`src/rtl/bus_arbiter_2_pkg.sv`:
```
// rtl/bus_arbiter_2_pkg.sv - shared state encodings and defaults for the two-way arbiter
package bus_arbiter_2_pkg;

   typedef enum logic [1:0] {
      IDLE = 2'd0,
      G0   = 2'd1,
      G1   = 2'd2
   } arb_state_t;

   localparam int DEFAULT_MAX_HOLD = 8;
   localparam int HOLD_W           = 8;

endpackage

```
`src/rtl/mux_2_1.sv`:
```
// rtl/mux_2_1.sv - generic 2:1 word multiplexer, sel=0 picks d1
module mux_2_1 #(
   parameter int WIDTH = 32
) (
   input  logic [WIDTH-1:0] d1,
   input  logic [WIDTH-1:0] d2,
   input  logic             sel,
   output logic [WIDTH-1:0] y
);

   assign y = sel ? d2 : d1;

endmodule

```
`src/rtl/bus_arbiter_2.sv`:
```
// rtl/bus_arbiter_2.sv - two-requester round-robin arbiter with bounded hold driving a shared 2:1 port
module bus_arbiter_2
   import bus_arbiter_2_pkg::*;
#(
   parameter int WIDTH    = 32,
   parameter int MAX_HOLD = DEFAULT_MAX_HOLD
) (
   input  logic             clk,
   input  logic             rst,
   input  logic             req0,
   input  logic             req1,
   input  logic [WIDTH-1:0] d0,
   input  logic [WIDTH-1:0] d1,
   output logic             gnt0,
   output logic             gnt1,
   output logic             sel,
   output logic [WIDTH-1:0] bus_out,
   output logic             bus_valid
);

   localparam logic [HOLD_W-1:0] HOLD_LAST = HOLD_W'(MAX_HOLD - 1);

   arb_state_t        state;
   arb_state_t        nxt;
   logic [HOLD_W-1:0] hold_cnt;
   logic              last;
   logic              contend;

   always_comb begin
      nxt = state;
      case (state)
         IDLE: begin
            if (req0 && req1)  nxt = last ? G0 : G1;
            else if (req0)     nxt = G0;
            else if (req1)     nxt = G1;
         end
         G0: begin
            if (!req0)                          nxt = req1 ? G1 : IDLE;
            else if (req1 && hold_cnt == HOLD_LAST) nxt = G1;
         end
         G1: begin
            if (!req1)                          nxt = req0 ? G0 : IDLE;
            else if (req0 && hold_cnt == HOLD_LAST) nxt = G0;
         end
         default: nxt = IDLE;
      endcase
   end

   // hold_cnt only advances while the non-owner is actually waiting
   assign contend = ((state == G0) && req1) || ((state == G1) && req0);

   always_ff @(posedge clk) begin
      if (rst) begin
         state    <= IDLE;
         gnt0     <= 1'b0;
         gnt1     <= 1'b0;
         sel      <= 1'b0;
         hold_cnt <= '0;
         last     <= 1'b1;
      end else begin
         state <= nxt;
         gnt0  <= (nxt == G0);
         gnt1  <= (nxt == G1);
         sel   <= (nxt == G1);
         if ((nxt != state) && (nxt != IDLE)) begin
            hold_cnt <= '0;
            last     <= (nxt == G1);
         end else if (contend && (hold_cnt != HOLD_LAST)) begin
            hold_cnt <= hold_cnt + 1'b1;
         end
      end
   end

   assign bus_valid = (gnt0 & req0) | (gnt1 & req1);

   mux_2_1 #(
      .WIDTH (WIDTH)
   ) u_mux (
      .d1  (d0),
      .d2  (d1),
      .sel (sel),
      .y   (bus_out)
   );

endmodule

```
`config.mk`:
```
export PLATFORM = sky130hd
export DESIGN_NAME = bus_arbiter_2
export DESIGN_NICKNAME = d
export VERILOG_FILES = /design/src/rtl/bus_arbiter_2_pkg.sv /design/src/rtl/mux_2_1.sv /design/src/rtl/bus_arbiter_2.sv
export SDC_FILE = /design/constraint.sdc
export NUM_CORES = 1
export LEC_CHECK = 0
export CAP_MARGIN = 25
export CELL_PAD_IN_SITES_DETAIL_PLACEMENT = 2
export CELL_PAD_IN_SITES_GLOBAL_PLACEMENT = 2
export CORE_MARGIN = 10
export CORE_UTILIZATION = 16
export CTS_BUF_LIST = sky130_fd_sc_hd__clkbuf_2 sky130_fd_sc_hd__clkbuf_4 sky130_fd_sc_hd__clkbuf_8
export DETAILED_ROUTE_END_ITERATION = 10
export GPL_ROUTABILITY_DRIVEN = 0
export HOLD_SLACK_MARGIN = 0.02
export PLACE_DENSITY_LB_ADDON = 0.1
export SYNTH_ARGS = -nofsm -noshare
export SYNTH_HDL_FRONTEND = slang
export SYNTH_HIERARCHICAL = 1
export SYNTH_SLANG_ARGS = --single-unit
```
`constraint.sdc`:
```
create_clock -name clk -period 1.5 [get_ports clk]
set_input_delay 0.225 -clock clk [delete_from_list [all_inputs] [get_ports clk]]
set_output_delay 0.225 -clock clk [all_outputs]
set_load 0.01 [all_outputs]
```
# == Word-level counts from Yosys, hierarchy flattened ==
# Index checks and enable logic that the tools add are counted.
# classes
add_sub_neg,1
n_eq_ne,7
n_mux,12
bitwise_logic,3
n_reduce_logical,11
# ops
op,n
$mux W32,1
$mux W2,9
$add A8 B1 Y8 const B,1
$eq A8 B3 Y1 const B,1
$ne A8 B3 Y1 const B,1
$logic_and A1 B1 Y1,7
$pmux W2 S3,1
$eq A2 B1 Y1 const B,2
$eq A2 B2 Y1 const B,2
$and A1 B1 Y1,2
$logic_not A2 Y1,1
$ne A2 B2 Y1,1
$reduce_bool A2 Y1,1
$reduce_or A2 Y1,1
$logic_or A1 B1 Y1,1
$mux W1,1
$or A1 B1 Y1,1
# word_totals
regBits,13
output_inout_bits,36

# == Logic depth before layout (Yosys ltp) ==
# depth
word_depth,8
ltp_mapped,6
ltp_nobuf,5

# == Hierarchy ==
# The synthesis kept the hierarchy.
# modules_own_cells
mod,instances,cells_each,area_per_inst_um2,seq_area_each_um2
bus_arbiter_2,1,77,699.4,260.2
mux_2_1,1,36,544.3,0.0

# == Least setup slack after synthesis ==
# No wires, ideal clock.
# synth_path
path_type,reg-to-reg
start,register hold_cnt[0]
end,register sel
setup_ns,0.120
t_arrival_ns,1.531
t_required_ns,1.380
slack_ns,-0.150
stages_incl_launch_ff,7
n_path_buf,1
synth_period_minus_slack_ns,1.650
cell_sequence,dfxtp_1 ha_1 nor4bb_2 and2_0 clkbuf_1 a211oi_1 o31a_1
# synth_between
elab_chain_cells,6
# synth_lines
item,line_no,text
from (decl),bus_arbiter_2.sv:25,logic [HOLD_W-1:0] hold_cnt;
from (signal assigned),bus_arbiter_2.sv:69,hold_cnt <= hold_cnt + 1'b1;
$eq A8 B3 Y1 *,"bus_arbiter_2.sv:39, bus_arbiter_2.sv:43",
$logic_and A1 B1 Y1 (on tied branches),"bus_arbiter_2.sv:43, bus_arbiter_2.sv:39",
$mux W2 (on tied branches),"bus_arbiter_2.sv:43, bus_arbiter_2.sv:39",
$mux W2 (on tied branches),"bus_arbiter_2.sv:42, bus_arbiter_2.sv:38",
$pmux W2 S3 *,bus_arbiter_2.sv:31,case (state)
$eq A2 B2 Y1 *,bus_arbiter_2.sv:64,sel <= (nxt == G1);
to (signal assigned),bus_arbiter_2.sv:64,
to (decl),bus_arbiter_2.sv:16,"output logic sel,"
# Mark *: on every way between the ends. The rest lies on a longest branch, timed or not.
# A chain may end at the register's enable or synchronous reset.

# == Final worst setup path ==
# layout_path
start,register hold_cnt[0]
end,register hold_cnt[3]
# layout_between
elab_chain_cells,8
# layout_lines
item,line_no,text
$eq A8 B3 Y1,"bus_arbiter_2.sv:39, bus_arbiter_2.sv:43",
$logic_and A1 B1 Y1 (on tied branches),"bus_arbiter_2.sv:43, bus_arbiter_2.sv:39",
$mux W2 (on tied branches),"bus_arbiter_2.sv:43, bus_arbiter_2.sv:39",
$mux W2 (on tied branches),"bus_arbiter_2.sv:42, bus_arbiter_2.sv:38",
$pmux W2 S3,bus_arbiter_2.sv:31,
$ne A2 B2 Y1 or $reduce_bool A2 Y1 (tied branches),bus_arbiter_2.sv:65,if ((nxt != state) && (nxt != IDLE)) begin
$logic_and A1 B1 Y1,bus_arbiter_2.sv:65,
$reduce_or A2 Y1 (no source line),n/a,
# Several ways; a longest one is shown, not always the timed one.

==> impl_metrics.env <==
export IMPL_status="finished, violations left"
export IMPL_violations="negative setup slack"
export IMPL_final_cell_mix="clkdlybuf4s50_1, mux2_4, buf_6, buf_4, dfxtp_1"
export IMPL_max_slew_margin_pct=74.28
export IMPL_rsz0062_at_grt="yes"
export IMPL_holdCritStartpoint="last"
export IMPL_hold_viol_final=0
export IMPL_post_route_period_util_pct=110.7
export IMPL_wl_per_cell_um=21.34
export IMPL_hold_worst_slack_ns=0.5623
export IMPL_setup_viol=28
export IMPL_syn_to_final_growth_pct=132.1
export IMPL_grt_pass1_vias=1600
export IMPL_worstMarginPinSlew_ns=0.3817
export IMPL_cts_max_level=1
export IMPL_synth_async_sr_flop_share_pct=0
export IMPL_nNetsFinal=317
export IMPL_skew_ns=0.0007895
export IMPL_placedInstanceArea_sq_mm=0.002525
export IMPL_port_buffers=103
export IMPL_overflow=0
export IMPL_path_clk_slew_ns=0.06
export IMPL_hold_class="reg2reg"
export IMPL_drtIter0Drc=38
export IMPL_min_period_ns=1.660
export IMPL_die_h_um=108.2
export IMPL_wl_met3_um=542
export IMPL_cts_tree="done"
export IMPL_ant_nets=0
export IMPL_critPathLaunch="hold_cnt[0]"
export IMPL_cts_root_buf="clkbuf_8"
export IMPL_rows=32
export IMPL_critPathKind="reg2reg"
export IMPL_hold_buffers=0
export IMPL_design_area_sq_mm=0.002887
export IMPL_peakVddDrop_mv=0.2780
export IMPL_ys_ff_latch=13
export IMPL_wirelength_um=7448
export IMPL_numCtsBuffers=3
export IMPL_vias=1467
export IMPL_die_x_um=108.2
export IMPL_fin_ws_ns=-0.1600
export IMPL_critical_path_max_fanout=8
export IMPL_syn_area_sq_mm=0.001244
export IMPL_r2r_cells=7
export IMPL_dp_hpwl_um=5713
export IMPL_drv_cap=0
export IMPL_crit_required_ns=1.62
export IMPL_cp_end_kind="flop"
export IMPL_final_cells=349
export IMPL_synthCells=113
export IMPL_dr_pass1_iters=3
export IMPL_grt_max_degree=15
export IMPL_max_clock_freq_ghz=0.6024
export IMPL_io_pins=104
export IMPL_core_area_sq_mm=0.007647
export IMPL_ys_warn_count=6
export IMPL_antenna_found_initial=0
export IMPL_critPathSlowestCell="dfxtp_2"
export IMPL_cp_cell_sequence="ha_4 -> nor4bb_4 -> buf_4 -> nand2_4 -> o221ai_4 -> buf_12 -> a21oi_4"
export IMPL_final_common_cell="clkdlybuf4s50_1"
export IMPL_synth_distinct_cells=37
export IMPL_r2r_start="hold_cnt[0]"
export IMPL_drive_gt1_share_pct=55.06
export IMPL_cpPeakStageDelay_ns=0.35
export IMPL_powerDensity_mw_per_mm2=516.9
export IMPL_yosysSeqAreaShare_pct=20.93
export IMPL_grt_pass1_wl_um=10010
export IMPL_track_usage_pct=10.98
export IMPL_dp_cells=333
export IMPL_ys_dominant_reg_cell="dfxtp_1"
export IMPL_clk_path_buf_depth=2
export IMPL_leakagePower_nw=1.179
export IMPL_wl_met2_um=3770
export IMPL_met1_length_um=3047
export IMPL_synth_edf_count=0
export IMPL_syn_num_nets=182
export IMPL_finalMaxSlewViolations=0
export IMPL_dieArea_sq_mm=0.01170
export IMPL_worstPathArrival_ns=1.78
export IMPL_setup_worst_path_end="hold_cnt[3]"
export IMPL_clock_sinks=13
export IMPL_top_layer_used="met4"
export IMPL_dpl_worst_slack_ns=-0.4586
export IMPL_diodes=0
export IMPL_drc=0
export IMPL_vias_per_cell=4.203
export IMPL_reg2reg_setup_slack_ns=-0.16
export IMPL_start_util_pct=16.26
export IMPL_clock_latency_ns=0.24
export IMPL_reg2reg_to="hold_cnt[3]"
export IMPL_critPathLaunchType="flop"
export IMPL_avgSynthCellArea_sq_um=11.01
cell type report:
class	count	area, sq um
flip-flops and latches	13	271.5
clock buffers	4	48.80
repair buffers	137	1375
well taps	102	127.6
fillers	815	4761
inverters	4	15.01
multi-input cells	89	1049
metrics by stage:
stage | setup TNS [ns] | power, mW | util, %
finish | -2.126 | 1.492 | 37.75
global route | -4.563 | 1.572 | 37.75
CTS | -1.333 | 1.392 | 33.59
detailed placement | -8.385 | 1.086 | 33.02
global placement | -6.899 | 1.071 | 33.02
floorplan | -0.03197 | 0.6841 | -
power by group:
part           internal, mW  switching, mW
registers             0.357         0.0240
logic                 0.506          0.274
clock network         0.205          0.125
worst min-delay path by stage:
stage | to | cells after the start
final | last | 2
after global routing | last | 2
after CTS | last | 2
after detailed placement | last | 2
after global placement | last | 2
after floorplan | last | 2
layer usage:
layer,vias up,global-route usage (%)
li1,690,-
met1,708,12.21
met2,63,19.74
met3,6,3.867
met4,0,2.099
met5,-,0
critical path, delay by kind of cell, from the launching register on:
family | cells | cell delay, ns
and+or+nand+nor | 2 | 0.40
buffers and inverters | 2 | 0.38
DFF | 1 | 0.35
AOI/OAI and AO/OA | 2 | 0.24
adders and majority gates | 1 | 0.16
registers in the layout, indices dropped and copies added (netlist names):
name / count
state: 2
sel: 1
last: 1
gnt0: 1
hold_cnt: 8
synthesized netlist by cell type (2+ instances only):
master	count	share of area, %
a21oi_1	7	2.8
nor3_1	3	1.2
buf_12	3	4.8
mux2_2	2	1.8
nand3_1	3	1.2
or3_1	2	1.0
o21a_1	2	1.2
nand2_1	6	1.8
xnor2_1	2	1.4
nor2_1	4	1.2
a2111oi_0	2	1.4
o21ai_0	5	2.0
nand3b_4	2	3.2
inv_1	4	1.2
o31a_1	2	1.4
buf_6	2	1.8
mux2_4	30	36
dfxtp_1	13	21
timing repair:
item                                    in CTS  in global routing
cloned                                       0                  2
buffers inserted                             3                  8
endpoints found under the setup margin      48                 45
pin swaps                                    7                  7
gates resized for setup                    138                 77
logic make-up after synthesis:
group,count (synthesis),synth area share (%)
multiplexers,32,38.03
flip-flops,13,20.93
AO/OA/AOI/OAI,26,14.59
adder cells (fa/ha/maj),1,1.006
AND/OR/NAND/NOR,28,15.29
buffers and inverters,11,8.752
XOR/XNOR,2,1.409
(Power assumes the default switching activity.)
